<file path="src/rtl/param_datapath_core_if.sv">
// param_datapath_core_if: instruction and data memory req/ack bundle between core and memories
interface param_datapath_core_if #(
  parameter int DATA_W = 16,
  parameter int PC_W = 8,
  parameter int DADDR_W = 8
);
  logic imem_req;
  logic [PC_W-1:0] imem_addr;
  logic imem_ack;
  logic [DATA_W-1:0] imem_rdata;
  logic dmem_req;
  logic dmem_we;
  logic [DADDR_W-1:0] dmem_addr;
  logic [DATA_W-1:0] dmem_wdata;
  logic dmem_ack;
  logic [DATA_W-1:0] dmem_rdata;
  modport master (
    output imem_req, imem_addr, dmem_req, dmem_we, dmem_addr, dmem_wdata,
    input imem_ack, imem_rdata, dmem_ack, dmem_rdata
  );
  modport slave (
    input imem_req, imem_addr, dmem_req, dmem_we, dmem_addr, dmem_wdata,
    output imem_ack, imem_rdata, dmem_ack, dmem_rdata
  );
endinterface

</file>
<file path="src/rtl/param_datapath_core.sv">
// param_datapath_core: multi-cycle register-file datapath with fetch/decode/exec/mem/writeback sequencer
module param_datapath_core #(
  parameter int DATA_W = 16,
  parameter int REG_CNT = 8,
  parameter int PC_W = 8,
  parameter int DADDR_W = 8
) (
  input  logic clk,
  input  logic reset,
  input  logic start,
  param_datapath_core_if.master bus,
  output logic [3:0] flags,
  output logic busy,
  output logic halted,
  output logic illegal
);
  localparam int REG_AW = $clog2(REG_CNT);
  localparam int IMM_W = DATA_W - 5 - 2 * REG_AW;
  localparam logic [2:0] S_IDLE = 3'd0, S_FETCH = 3'd1, S_DECODE = 3'd2, S_EXEC = 3'd3,
                         S_MEM = 3'd4, S_WB = 3'd5, S_HALT = 3'd6;
  localparam logic [4:0] OP_ADD = 5'd1, OP_SUB = 5'd2, OP_AND = 5'd3, OP_OR = 5'd4, OP_XOR = 5'd5,
                         OP_SHL = 5'd6, OP_SHR = 5'd7, OP_LD = 5'd9, OP_ST = 5'd10,
                         OP_BZ = 5'd11, OP_JMP = 5'd12, OP_HALT = 5'd13;
  logic [2:0] state;
  logic [PC_W-1:0] pc;
  logic [DATA_W-1:0] ir, op_a, op_b, wb_val, imm, res;
  logic [DATA_W-1:0] regs [REG_CNT];
  logic wb_en, d_we, c_out, v_out, sh_ok;
  logic [DADDR_W-1:0] d_addr;
  logic [DATA_W-1:0] d_wdata;
  logic [4:0] op, sh;
  logic [REG_AW-1:0] rd, rs;
  logic [DATA_W:0] add_full, sub_full, shl_full, shr_full;
  assign op = ir[DATA_W-1 -: 5];
  assign rd = ir[DATA_W-6 -: REG_AW];
  assign rs = ir[DATA_W-6-REG_AW -: REG_AW];
  assign imm = {{(DATA_W - IMM_W){ir[IMM_W-1]}}, ir[IMM_W-1:0]};
  assign sh = imm[4:0];
  assign sh_ok = int'(sh) < DATA_W;
  assign add_full = {1'b0, op_a} + {1'b0, op_b};
  assign sub_full = {1'b0, op_a} - {1'b0, op_b};
  assign shl_full = {1'b0, op_a} << sh;
  assign shr_full = {op_a, 1'b0} >> sh;
  // ALU result plus carry/overflow; the spare bit of each shift holds the last bit shifted out
  always_comb begin
    res = op == OP_ADD ? add_full[DATA_W-1:0] :
          op == OP_SUB ? sub_full[DATA_W-1:0] :
          op == OP_AND ? op_a & op_b :
          op == OP_OR  ? op_a | op_b :
          op == OP_XOR ? op_a ^ op_b :
          op == OP_SHL ? shl_full[DATA_W-1:0] :
          op == OP_SHR ? shr_full[DATA_W:1] : imm;
    c_out = op == OP_ADD ? add_full[DATA_W] :
            op == OP_SUB ? sub_full[DATA_W] :
            op == OP_SHL ? sh_ok & shl_full[DATA_W] :
            op == OP_SHR ? sh_ok & shr_full[0] : 1'b0;
    v_out = op == OP_ADD ? (op_a[DATA_W-1] == op_b[DATA_W-1]) && (res[DATA_W-1] != op_a[DATA_W-1]) :
            op == OP_SUB ? (op_a[DATA_W-1] != op_b[DATA_W-1]) && (res[DATA_W-1] != op_a[DATA_W-1]) : 1'b0;
  end
  // Sequencer with PC/IR, flags, operand latches and memory request registers
  always_ff @(posedge clk) begin
    if (!reset) begin
      state <= S_IDLE;
      pc <= '0;
      ir <= '0;
      op_a <= '0;
      op_b <= '0;
      wb_val <= '0;
      wb_en <= 1'b0;
      flags <= '0;
      illegal <= 1'b0;
      d_we <= 1'b0;
      d_addr <= '0;
      d_wdata <= '0;
    end else begin
      case (state)
        S_IDLE: if (start) state <= S_FETCH;
        S_FETCH: if (bus.imem_ack) begin
          ir <= bus.imem_rdata;
          pc <= pc + PC_W'(1);
          state <= S_DECODE;
        end
        S_DECODE: begin
          op_a <= regs[rd];
          op_b <= regs[rs];
          state <= S_EXEC;
        end
        S_EXEC: begin
          wb_val <= res;
          wb_en <= op >= OP_ADD && op <= OP_LD;
          if (op >= OP_ADD && op <= OP_SHR) flags <= {res == '0, res[DATA_W-1], c_out, v_out};
          if ((op == OP_BZ && flags[3]) || op == OP_JMP) pc <= pc + imm[PC_W-1:0];
          if (op == OP_LD || op == OP_ST) begin
            d_we <= op == OP_ST;
            d_addr <= DADDR_W'(op_b + imm);
            d_wdata <= op_a;
          end
          illegal <= op > OP_HALT;
          state <= op == OP_LD || op == OP_ST ? S_MEM : op >= OP_HALT ? S_HALT : S_WB;
        end
        S_MEM: if (bus.dmem_ack) begin
          if (!d_we) wb_val <= bus.dmem_rdata;
          state <= S_WB;
        end
        S_WB: state <= S_FETCH;
        default: ;
      endcase
    end
  end
  // Register file, written only in writeback
  always_ff @(posedge clk) begin
    if (!reset) for (int i = 0; i < REG_CNT; i++) regs[i] <= '0;
    else if (state == S_WB && wb_en) regs[rd] <= wb_val;
  end
  assign bus.imem_req = state == S_FETCH;
  assign bus.imem_addr = pc;
  assign bus.dmem_req = state == S_MEM;
  assign bus.dmem_we = d_we;
  assign bus.dmem_addr = d_addr;
  assign bus.dmem_wdata = d_wdata;
  assign busy = state != S_IDLE && state != S_HALT;
  assign halted = state == S_HALT;
endmodule

</file>
<file path="src/flat_wrapper.sv">
// flat-port wrapper written by rule: the top's interface ports become plain ports
module param_datapath_core_flat 
#(
  parameter int DATA_W = 16,
  parameter int REG_CNT = 8,
  parameter int PC_W = 8,
  parameter int DADDR_W = 8
)
  (clk, reset, start, flags, busy, halted, illegal, bus_imem_req, bus_imem_addr, bus_dmem_req, bus_dmem_we, bus_dmem_addr, bus_dmem_wdata, bus_imem_ack, bus_imem_rdata, bus_dmem_ack, bus_dmem_rdata);
  param_datapath_core_if #(.DATA_W(DATA_W), .PC_W(PC_W), .DADDR_W(DADDR_W)) bus_i ();
  input  logic clk;
  input  logic reset;
  input  logic start;
  output logic [3:0] flags;
  output logic busy;
  output logic halted;
  output logic illegal;
  output wire logic [$bits(bus_i.imem_req)-1:0] bus_imem_req;
  output wire logic [$bits(bus_i.imem_addr)-1:0] bus_imem_addr;
  output wire logic [$bits(bus_i.dmem_req)-1:0] bus_dmem_req;
  output wire logic [$bits(bus_i.dmem_we)-1:0] bus_dmem_we;
  output wire logic [$bits(bus_i.dmem_addr)-1:0] bus_dmem_addr;
  output wire logic [$bits(bus_i.dmem_wdata)-1:0] bus_dmem_wdata;
  input wire logic [$bits(bus_i.imem_ack)-1:0] bus_imem_ack;
  input wire logic [$bits(bus_i.imem_rdata)-1:0] bus_imem_rdata;
  input wire logic [$bits(bus_i.dmem_ack)-1:0] bus_dmem_ack;
  input wire logic [$bits(bus_i.dmem_rdata)-1:0] bus_dmem_rdata;
  assign bus_imem_req = bus_i.imem_req;
  assign bus_imem_addr = bus_i.imem_addr;
  assign bus_dmem_req = bus_i.dmem_req;
  assign bus_dmem_we = bus_i.dmem_we;
  assign bus_dmem_addr = bus_i.dmem_addr;
  assign bus_dmem_wdata = bus_i.dmem_wdata;
  assign bus_i.imem_ack = bus_imem_ack;
  assign bus_i.imem_rdata = bus_imem_rdata;
  assign bus_i.dmem_ack = bus_dmem_ack;
  assign bus_i.dmem_rdata = bus_dmem_rdata;
  param_datapath_core #(.DATA_W(DATA_W), .REG_CNT(REG_CNT), .PC_W(PC_W), .DADDR_W(DADDR_W)) u_core (.clk(clk), .reset(reset), .start(start), .bus(bus_i), .flags(flags), .busy(busy), .halted(halted), .illegal(illegal));
endmodule
</file>
<file path="config.mk">
export PLATFORM = sky130hd
export DESIGN_NAME = param_datapath_core_flat
export DESIGN_NICKNAME = d
export VERILOG_FILES = /design/src/rtl/param_datapath_core_if.sv /design/src/rtl/param_datapath_core.sv /design/src/flat_wrapper.sv
export SDC_FILE = /design/constraint.sdc
export NUM_CORES = 1
export LEC_CHECK = 0
export CORE_ASPECT_RATIO = 1.75
export CORE_UTILIZATION = 32
export DETAILED_ROUTE_END_ITERATION = 6
export GPL_TIMING_DRIVEN = 0
export HOLD_SLACK_MARGIN = 0.1
export PLACE_DENSITY = 0.52
export SLEW_MARGIN = 10
export SYNTH_ARGS = -nofsm -noshare
export SYNTH_HDL_FRONTEND = slang
export SYNTH_SLANG_ARGS = --single-unit
</file>
<file path="constraint.sdc">
create_clock -name clk -period 3.2 [get_ports clk]
set_clock_uncertainty 0.05 [all_clocks]
set_input_delay 0.32 -clock clk [delete_from_list [all_inputs] [get_ports clk]]
set_output_delay 0.32 -clock clk [all_outputs]
set_load 0.02 [all_outputs]
</file>
==> results of run 1 <==
## registers in the layout, indices dropped and copies added (netlist names), 8 cells and up
name,cells
u_core.bus.imem_addr,8
u_core.op_a,16
u_core.ir,16
u_core.bus.dmem_addr,8
u_core.op_b,16
u_core.regs,128
u_core.wb_val,16
u_core.bus.dmem_wdata,16
## layout make-up
type	instances	area [um^2]	share of cell area (%)
clock buffer	31	692	3.53
multi-input combinational	1170	9550	48.7
tap	648	811	4.13
inverter	70	277	1.41
sequential	234	6010	30.6
buffer	123	798	4.07
timing repair buffer	139	1310	6.65
clock inverter	13	184	0.937
## tightest hold or removal path, stage by stage
cell and delay [ns]:
clkdlybuf4s50_1 0.39, nand2_1 0.05, a21oi_1 0.05
## worst min-delay path by stage
stage,from,endpoint,depth (start not counted)
after floorplan,u_core.wb_en,u_core.wb_en,2
after global placement,u_core.bus.dmem_addr[6],u_core.bus.dmem_addr[6],2
after detailed placement,u_core.bus.dmem_addr[5],u_core.bus.dmem_addr[5],2
after CTS,bus_imem_rdata[7],u_core.ir[7],3
after global routing,bus_imem_rdata[7],u_core.ir[7],3
final,bus_imem_rdata[7],u_core.ir[7],3
## where the power goes
part           switching, W  internal [W]
Sequential         0.000313       0.00340
Clock               0.00132       0.00186
Combinational       0.00336       0.00235
Total               0.00500       0.00761
## cell families after synthesis
logic type	after synthesis	share of synthesized area [%]
AND/OR/NAND/NOR	546	17.2
buffers and inverters	196	4.91
adder cells (fa/ha/maj)	70	5.78
multiplexers	163	17.1
flip-flops	234	38.1
XOR/XNOR	18	1.01
AO/OA/AOI/OAI	373	15.9
## cells in the final DEF, fill, tap and decap left out, drive strengths merged, types with 10 or more instances in the layout
| cell type | count |
|---|---|
| edfxtp | 128 |
| o21ai | 57 |
| nor3 | 31 |
| and2 | 136 |
| a21oi | 113 |
| or3 | 10 |
| dfxtp | 106 |
| inv | 70 |
| buf | 94 |
| a211oi | 59 |
| xnor2 | 13 |
| ha | 66 |
| nand3 | 19 |
| mux2 | 12 |
| o211ai | 13 |
| nor2b | 15 |
| clkbuf | 117 |
| nor2 | 136 |
| nand2b | 23 |
| mux4 | 82 |
| nand2 | 143 |
| a31oi | 18 |
| a22oi | 13 |
| mux2i | 69 |
| clkdlybuf4s50 | 78 |
## per-layer routing
| layer | GRT usage, % | routed length (um) | up-vias |
|---|---|---|---|
| li1 | - | - | 6238 |
| met1 | 26.3 | 22400 | 6866 |
| met2 | 51.5 | 36300 | 631 |
| met3 | 3.45 | 3210 | 255 |
| met4 | 20.4 | 5630 | 0 |
| met5 | 0 | 0 | - |
## metrics by stage
step	instances	util [%]	hold WS, ns	area (um^2)	TNS [ns]
2_1_floorplan	1600	-	0.382	15800	-0.0261
3_3_place_gp	2326	36.2	0.390	17400	-178.16
4_1_cts	2397	39.8	0.246	19100	-2.34
3_5_place_dp	2331	36.5	0.397	17500	-48.12
5_1_grt	2428	40.9	0.287	19600	-3.64
6_report	2428	40.9	0.260	19600	-2.20
## repair_timing
| item | 4_1_cts | 5_1_grt |
|---|---|---|
| resized for setup | 146 | 89 |
| endpoints found under the setup margin | 108 | 66 |
| gates cloned | 0 | 0 |
| pin swaps | 24 | 31 |
| buffers inserted | 24 | 33 |
==> out/results.txt, run 1 <==
The run finished, with violations left. The checks that failed: setup timing. Critical path's most frequent cell: buf_6. Hold violation count in the final report: 0. Dividing the detail-routed via count by the number of cells gives 5.76. In this run the remaining antenna-violating nets after routing total 0. The number of enable flip-flop cells after synthesis was 128. In this run, CTS created clock tree buffers numbering 24.

The setup check on the worst reg-to-reg path leaves a slack of -0.61 ns. Detailed placement ended at an HPWL of 51800 um. After synthesis, the cell types taking the most area are edfxtp_1 25%, dfxtp_1 14%, mux4_2 12%. For the pin with the worst max-slew slack, the measured transition is 1.22 ns. The design draws 0.0126 W. TritonCTS built the clock tree. Total number of H-tree levels: 1. The tools report the number of rows created at floorplan as 106. The clock period minus final worst setup slack came out at 3.81 ns. The share of the synthesized area in the top cell type is 24.5%. The die covers 0.0499 mm^2. In the synthesized netlist, the cells that appear most often are 143 x nand2_1, 136 x nor2_1, 134 x and2_1. Headroom to the max-slew limit came out at 18.4%. Across every metal layer, demand over resource in global routing totals 27.1%. The run gives 17 as the pin count of the biggest net entering global routing. Counting buffers and inverters, the worst setup path is 14 cells deep.

CTS clock-pin slew for the worst setup and hold paths: 0.07 ns. The number of buffers added on ports is 78. The cell count after synthesis came out at 1600. The worst register-to-register path ends at u_core.flags[3]. From synthesis to final layout, the design area changed by 25.3%. The initial detailed-routing violation count is 1075, and the top-level I/O count is 79.

nand2_1 is the most common cell in the netlist. Sequential element share of the synthesized area: 38.1%. For this run, the post-layout net count is 1869. Sort of element at the start of the critical path: a register. For the via count of the first global-routing pass, the log shows 14328.

The run gives 0.0157 mm^2 as the area of the mapped netlist. The critical path contains buffers and inverters numbering 2 combined. Walking the worst path, the cells encountered are buf_6, ha_4, fa_2, a21o_1, a311o_1, a2111o_1, buf_6, a41o_1, mux2i_1, a21oi_1, and3_1, nand2_1, or4_4, o31ai_4.

The clock latency on the worst-skew pair is 0.56 ns, and the number of sinks driven by the clock tree is 234. The maximum clock path buffer count is 3, and the post-synthesis average cell area is 9.79 um^2. Counting flops and latches in the post-synthesis netlist gives 234. The depth of the most critical reg-to-reg path is 14, and the data required time at the worst endpoint is 3.61 ns. The tools report the endpoint type of the worst setup path as a register. The detailed-route via count came out at 13990. The class of the most critical hold timing path was in2reg.

Global routing finished with a remaining overflow of 0. Buffers inserted to repair hold after CTS numbered 0. The power per cell area was 643 mW/mm^2.

The routed wire length is 67600 um, and the count of different cell masters after synthesis is 77. The effective utilization at floorplan came out at 32.6%. The height of the die came out at 295 um. The worst setup margin was -0.609 ns.

Root buffer cell: clkbuf_16. Among cell families on the critical path, the largest total delay comes from compound AO/OA/AOI/OAI gates. edfxtp_1 takes more of the synthesized area than any other cell.

The floorplan step set the die width to 169 um. The fraction of final layout cells with drive strength greater than 1 was 21.7%; the post-place setup slack was -1.41 ns. The worst-case IR drop observed on VDD is 0.332 mV.

The run gives 0 as the number of antenna violations at the first check in global routing. The total count of max-transition violations in the final report was 0; the proportion of register bits with asynchronous set or reset after synthesis was 0%. Cell type of the slowest stage on the worst timing path: or4_4. For this run, the top clock speed supported by timing is 263 MHz. Setup repair after global routing could not meet its margin everywhere. Synthesis produced a netlist with a net count of 1707.

On the worst path, the slowest cell contributes a delay of 0.55 ns. The pre-antenna-repair detailed-routing pass consisted of 5 iterations. The Yosys warning count is 0, and the global-route wire length before repair is 96300 um.

At the worst endpoint, the arrival time is 4.22 ns. The placer's final routability congestion estimate is 1.03, and the average wire per standard cell is 27.8 um. The number of fill cells in the layout came out at 4789. Setup violations remaining at the end of the flow were counted as 10.

The region available for standard cell placement spans 0.0480 mm^2. The tools report the leakage power of the design as 6.76 nW. The number of antenna repair diodes came out at 0.

Prevailing post-synth register cell: edfxtp_1. The critical path ends at u_core.flags[3]. The biggest fanout along the worst timing path works out to 2. In this run the critical register-to-register path is launched from u_core.op_a[0]. After detailed routing, the number of remaining DRC violations is 0. The path type of the worst setup path is reg2reg. The startpoint of the worst setup timing path was u_core.op_a[0]. The final period utilization was 119%; the max-capacitance violation count was 0.
Power figures use the tool's default switching activity.
==> run 2: changes to the inputs <==
--- a/config.mk
+++ b/config.mk
@@ -11,6 +11,7 @@
 export GPL_TIMING_DRIVEN = 0
 export HOLD_SLACK_MARGIN = 0.1
 export PLACE_DENSITY = 0.52
+export SETUP_SLACK_MARGIN = 0.05
 export SLEW_MARGIN = 10
 export SYNTH_ARGS = -nofsm -noshare
 export SYNTH_HDL_FRONTEND = slang
==> run 2 against run 1 <==
Net effect:
- the flow still finishes with violations (setup timing)
- worst hold slack gained 0.0040 ns
- non-clock buffer count grew 5
- final cell count grew 0.25%
- critical path type unchanged
==> out/results.txt, run 2 (synthesized netlist as in run 1, its figures left out) <==
The run finished, with violations left. The final reports fail on setup timing. Endpoint type of the worst setup path: a register. Clock latency on the worst-skew pair, taken at its later pin, is 0.55 ns.

In this run the remaining antenna-violating nets after routing total 0. Routability-driven placement finished with a final weighted congestion of 0.990. The worst hold path was traced through 3 stages. Routed signal wires occupy layers up through met5. The tools report the hold path endpoint as u_core.ir[7]. The tools report the hold path startpoint as bus_imem_rdata[7]. The tools report the placed standard-cell area as 0.0175 mm^2. The number of buffers inserted during clock tree synthesis came out at 24. Headroom to the max-slew limit came out at 19.5%. The flip-flop and latch area came out at 0.00602 mm^2. The run gives 28.0% as the total global-route track usage. The final net count was 1875; the post-place setup slack was -1.38 ns.

TritonCTS built the clock tree. Chip width: 169 um. For the number of fill cells in the layout, the log shows 4807. The total power consumption of the routed design was 0.0127 W; the die area was 0.0499 mm^2. The leakage power of the design was 6.84 nW; the wire length on met2 was 37700 um. Counting along the longest clock path gives a buffer depth of 3. For the hold violation count in the final report, the log shows 0. The HPWL after detailed placement is 54000 um.

Class of the most critical hold timing path: in2reg. For this run, design rule violations remaining after detail routing come to 0. The floorplan step defined a core boundary enclosing 0.0480 mm^2. 0 antenna diodes ended up in the layout. The worst-case IR drop observed on VDD is 0.409 mV. Setup violations remaining at the end of the flow were counted as 11. The run gives 13873 as the detailed-route via count. Using the TritonRoute via totals, the vias-per-cell ratio works out to 5.70.

STA puts the critical path data arrival time at 4.27 ns. Based on the critical path, the design can be clocked at up to 259 MHz. From synthesis to final layout, the design area changed by 26.3%. Dividing total power by cell area gives a power density of 644 mW/mm^2.

In this run the worst path has a maximum fanout of 10. During placement, the flow inserted port buffers numbering 78. The register with the most flip-flops in the layout has 128 of them.

The met1 wire length is 22700 um, and the fraction of final layout cells with drive strength greater than 1 is 23.0%. The number of antenna violations at the first check in global routing came out at 1. The run gives 79 as the top-level I/O count. The register bank with the most flops is u_core.regs. Setup repair after global routing could not meet its margin everywhere.

Detailed routing placed a total of 2870 um of wire on met3. Leaving out fill and tap cells, the most frequent cells in the layout are 137 x nand2_1, 134 x and2_1, 129 x nor2_1, 128 x edfxtp_1, 105 x a21oi_1. The path type of the worst setup path was reg2reg.

The pin count of the biggest net entering global routing is 17, and the slew at the pin with the worst max-slew slack is 1.20 ns. After detailed routing, the average wire length per cell comes to 28.6 um. For this run the aggregate overflow at the end of global routing stands at 0.

Summed over all layers, the routed wires come to 69700 um. The logs give 1 for the total number of H-tree levels and 106 for the number of rows created at floorplan. The final period utilization was 120%; the depth of the most critical reg-to-reg path was 12. The tools report the effective utilization at floorplan as 32.6%. Data on the critical path is required at its endpoint by 3.61 ns. The floorplan step set the die height to 295 um.

Once layout is done, the placed cells without fillers occupy 0.0198 mm^2. The worst hold margin was 0.264 ns. Startpoint of the worst-slack reg-to-reg timing path: u_core.ir[15]. The worst setup margin was -0.656 ns. Reg-to-reg critical path endpoint: u_core.flags[3]. Via count of the first global-routing pass: 14393. The clock period minus final worst setup slack was 3.86 ns. The tools report the sort of element at the start of the critical path as a register. The leading cell type in the layout, fill and taps excluded was nand2_1.

For the number of sinks driven by the clock tree, the log shows 234. Root buffer cell: clkbuf_16. The pre-antenna-repair detailed-routing pass consisted of 5 iterations.

The first global-routing pass estimated 98700 um of wire. Setup slack on the worst reg-to-reg path comes out at -0.66 ns. The run gives 0 as the total count of max-transition violations in the final report. The max-capacitance violation count came out at 0. CTS clock-pin slew for the worst setup and hold paths: 0.07 ns.

Initial detailed-routing violation count: 931. For the area of the multi-input gates, the log shows 0.00963 mm^2.
-- run 2: changes by cell type in the layout (fill, tap and decap cells not counted), sizes merged --
cell,delta
nor4,+1
clkinv,+3
clkinvlp,-1
clkbuf,-7
inv,+1
bufinv,+1
clkdlybuf4s15,-1
buf,+9
-- run 2: where the power goes --
part | switching [W] | internal [W]
Combinational | 0.00347 | 0.00239
Clock | 0.00129 | 0.00187
Sequential | 0.000322 | 0.00341
Total | 0.00508 | 0.00766
-- run 2: stage by stage --
step / utilization, % / TNS, ns / cells
2_1_floorplan: - / 0 / 1600
3_3_place_gp: 36.2 / -167.56 / 2326
3_5_place_dp: 36.5 / -40.24 / 2331
4_1_cts: 40.3 / -2.00 / 2412
5_1_grt: 41.2 / -2.88 / 2434
6_report: 41.2 / -1.82 / 2434
-- run 2: worst max path at each step --
stage | from | to | slack (ns) | cells after the start
floorplan | u_core.op_a[2] | u_core.flags[3] | 0.01 | 13
global placement | u_core.ir[8] | u_core.regs[5][9] | -1.45 | 3
detailed placement | u_core.op_a[6] | u_core.flags[3] | -1.38 | 14
CTS | u_core.op_a[0] | u_core.flags[3] | -0.59 | 12
global route | u_core.ir[15] | u_core.flags[3] | -0.72 | 12
finish | u_core.ir[15] | u_core.flags[3] | -0.66 | 12
-- run 2: layer usage --
metal,GRT usage (%),vias up
met4,22.4,2
met3,3.24,255
li1,-,6230
met5,0,-
met2,53.6,542
met1,26.5,6844
-- run 2: final cells by class --
class                      count  area share [%]
buffer                       123            4.14
clock buffer                  27            3.25
clock inverter                17            1.18
inverter                      70            1.39
multi-input combinational   1171            48.7
sequential                   234            30.4
tap                          648            4.10
timing repair buffer         144            6.84
-- run 2: worst max-delay path, stage by stage, from the launching register on --
cell      delay, ns
dfxtp_1        0.32
buf_2          0.21
or2_1          0.30
or3_1          0.16
clkbuf_1       0.53
buf_2          0.45
o221ai_1       0.18
a32oi_2        0.26
nand2_1        0.10
nor4_2         0.16
nand4b_1       0.28
or4_4          0.51
o31ai_4        0.25
-- run 2: what timing repair did --
| action | in CTS | in global routing |
|---|---|---|
| pin swaps | 35 | 31 |
| hold buffers | 0 | 0 |
| endpoints found under the setup margin | 113 | 49 |
| resized for setup | 187 | 69 |
| setup buffers | 38 | 24 |
| gates cloned | 0 | 1 |
==> run 3: changes to the inputs <==
--- a/config.mk
+++ b/config.mk
@@ -8,7 +8,7 @@
 export CORE_ASPECT_RATIO = 1.75
 export CORE_UTILIZATION = 32
 export DETAILED_ROUTE_END_ITERATION = 6
-export GPL_TIMING_DRIVEN = 0
+export GPL_TIMING_DRIVEN = 1
 export HOLD_SLACK_MARGIN = 0.1
 export PLACE_DENSITY = 0.52
 export SETUP_SLACK_MARGIN = 0.05
==> run 3 against run 2 <==
Net effect:
- the run still ends with setup timing left
- combinational power up 7.0%
- sequential power down 2%
- fmax up 13%
- highest routed layer unchanged
- clock-buffer cell count unchanged
- critical path type unchanged
- critical endpoint unchanged
- clock power down 2%
- largest cell class unchanged
- total power up 2.3%
- routed wire length down 8.7%
- setup slack better by 0.44 ns
- worst hold slack better by 0.014 ns
- die area unchanged
- register-to-register slack better by 0.44 ns
==> out/results.txt, run 3 (synthesized netlist as in run 1, its figures left out) <==
The run finished, with violations left. The checks that failed: setup timing. Combinational logic is responsible for 48.1% of the overall power. In this run the worst hold path is classified as in2reg. The register with the most flip-flops in the final layout is u_core.regs. TritonCTS built the clock tree.

Internal power comes to 0.00816 W. The remaining max-slew budget at the tightest pin came out at 29.1%. In this design, the stage delay of the slowest critical-path cell is 0.53 ns. The tools report the number of sinks driven by the clock tree as 234. Sequential cells account for 28.2% of the total power. Setup repair after global routing could not meet its margin everywhere. The first global-routing pass estimated 93400 um of wire.

Dividing the detail-routed wire length by the instance count gives 24.7 um. In this run the critical register-to-register path is captured at u_core.flags[3]. The power per cell area was 628 mW/mm^2; the relative area change from synthesis to final layout was 32.4%. The congestion estimate from routability-driven global placement came to 1.03. In the final design database the tool counted 2015 nets. In this run the tool buffered the top-level ports with 78 buffer cells. The data required time at the worst endpoint is 3.62 ns. After detailed routing, the number of remaining DRC violations is 0.

The die covers 0.0499 mm^2. The run gives 50000 um as the sum of net half-perimeters after detailed placement. The clock period minus final worst setup slack works out to 3.42 ns. STA classifies the critical path endpoint as a register. The repair_antennas step left the layout with diodes totalling 0. The clock network is responsible for 23.6% of the overall power. Pin placement for this block handled 79 I/O pins.

In this run the deepest clock path goes through 3 buffers. The library cell used most frequently in the layout, excluding fill and tap cells, is buf_4. The run gives 1 as the number of antenna violations at the first check in global routing.

Data arrives at the worst endpoint at 3.84 ns. The first TritonRoute pass finished after 5 iterations. For the post-route antenna net violation count, the log shows 0.

The floorplan step defined a core boundary enclosing 0.0480 mm^2. Of the cells placed in the final design, the portion with a size suffix greater than 1 is 29.3%. The startpoint identified for the worst register-to-register timing path is u_core.op_a[1]. The initial detailed-routing violation count is 744. Across all layers, the routed design uses 13922 vias.

The slew at the pin with the worst max-slew slack is 1.06 ns. The worst register-to-register path has a setup slack of -0.22 ns. The CTS clock-pin slew for the worst setup and hold paths works out to 0.06 ns.

The tools report the pin count of the biggest net entering global routing as 65. In this run the horizontal extent of the chip is 169 um. For the worst flop-to-flop path, the logic depth is 12. The cell type of the slowest stage on the worst timing path was a2111o_1. The hold path startpoint is bus_imem_rdata[10].

STA classifies the critical path startpoint as a register. The height of the die is 295 um, and the fraction of power spent switching nets is 37.4%. The total number of H-tree levels is 1, and the worst hold margin is 0.278 ns.

The logs give 0.416 mV for the peak supply drop and 63700 um for the routed wire length. Setup violations remaining at the end of the flow were counted as 8. Once the floorplan was initialized, standard cells occupied 32.6% of the core. The top achievable clock speed is 293 MHz, and the worst hold path stage count is 3. Leaving out fill and tap cells, the most frequent cells in the layout are 309 x buf_4, 140 x nand2_1, 134 x and2_1, 134 x nor2_1, 128 x edfxtp_1. Across the run, the number of max-cap violations was 0. After routing, the total negative slack on setup checks comes to -0.702 ns. The worst setup margin was -0.218 ns. Number of rows created at floorplan: 106.

The total count of max-transition violations in the final report was 0. The cell sitting at the root of the clock tree is a clkbuf_16. The post-detailed-route via-to-cell ratio is 5.41. Biggest fanout along the worst timing path: 5. For the via count of the first global-routing pass, the log shows 14494. For hold timing, the worst endpoint is u_core.ir[10]. For the worst-skew pair, the clock arrives at the later sink with an insertion delay of 0.55 ns. The total overflow left after global routing is 0. The path type of the worst setup path is reg2reg.

The hold violation count in the final report was 0; the number of buffers inserted during clock tree synthesis was 24. Traced cell by cell, the critical path runs through inv_2, ha_4, a21o_1, a2111o_1, buf_6, a221o_1, a32oi_2, nand2_2, nor4_2, nand4b_1, or4_4, o31ai_2. The register with the most flip-flops in the layout has 128 of them. The net switching power came out at 0.00487 W. The final period utilization was 107%.

Global routing used 25.8% of the available tracks across all layers. The run gives 7.68 nW as the leakage power of the design.
-- run 3: cell type report --
type	count	area [um^2]
Inverter	70	269
Multi-Input combinational cell	1170	9380
Tap cell	648	811
Timing Repair Buffer	408	3420
Fill cell	4759	27300
Sequential cell	234	6010
Clock buffer	27	633
Clock inverter	17	213
-- run 3: per-layer routing --
layer,global-route usage [%],vias up,share of wire (%)
met2,51.1,425,55
li1,-,6509,-
met3,2.54,174,3.8
met1,25.3,6812,34
met5,0,-,0.020
met4,15.4,2,6.9
-- run 3: what timing repair did --
action	CTS	global route
setup buffers	10	14
setup endpoints to repair	15	15
pin swaps	35	33
hold buffers	0	0
resized for setup	46	56
gates cloned	0	0
-- run 3: worst max-delay path, delay by kind of cell, from the launching register on --
family / cells / cell delay (ns)
AOI/OAI and AO/OA: 5 / 1.40
and+or+nand+nor: 4 / 1.04
DFF: 1 / 0.37
adders and majority gates: 1 / 0.25
buffers and inverters: 2 / 0.22
-- run 3: worst max path at each step --
stage / startpoint / endpoint / cells past startpoint
after floorplan: u_core.op_a[2] / u_core.flags[3] / 13
after CTS: u_core.op_a[0] / u_core.flags[3] / 12
final: u_core.op_a[1] / u_core.flags[3] / 12
after global placement: u_core.ir[2] / u_core.flags[3] / 12
after detailed placement: u_core.ir[2] / u_core.flags[3] / 12
after global routing: u_core.op_a[0] / u_core.flags[3] / 14
-- run 3: stage by stage --
step | cells | instance area [um^2] | setup WS, ns | util, % | total power [W]
floorplan | 1600 | 15800 | 0.0134 | - | 0.00661
global placement | 2506 | 19300 | -0.618 | 40.1 | 0.00928
detailed placement | 2506 | 19300 | -0.499 | 40.1 | 0.00927
CTS | 2560 | 20400 | -0.298 | 42.4 | 0.0127
global route | 2574 | 20700 | -0.304 | 43.2 | 0.0136
finish | 2574 | 20700 | -0.218 | 43.2 | 0.0130
-- run 3: power by group through the flow --
| stage | sequential (W) | clock [W] | combinational, W |
|---|---|---|---|
| after floorplan | 0.00362 | 0 | 0.00300 |
| after global placement | 0.00372 | 0 | 0.00557 |
| after detailed placement | 0.00373 | 0 | 0.00555 |
| after CTS | 0.00367 | 0.00315 | 0.00588 |
| after global routing | 0.00371 | 0.00325 | 0.00667 |
| final | 0.00367 | 0.00308 | 0.00627 |
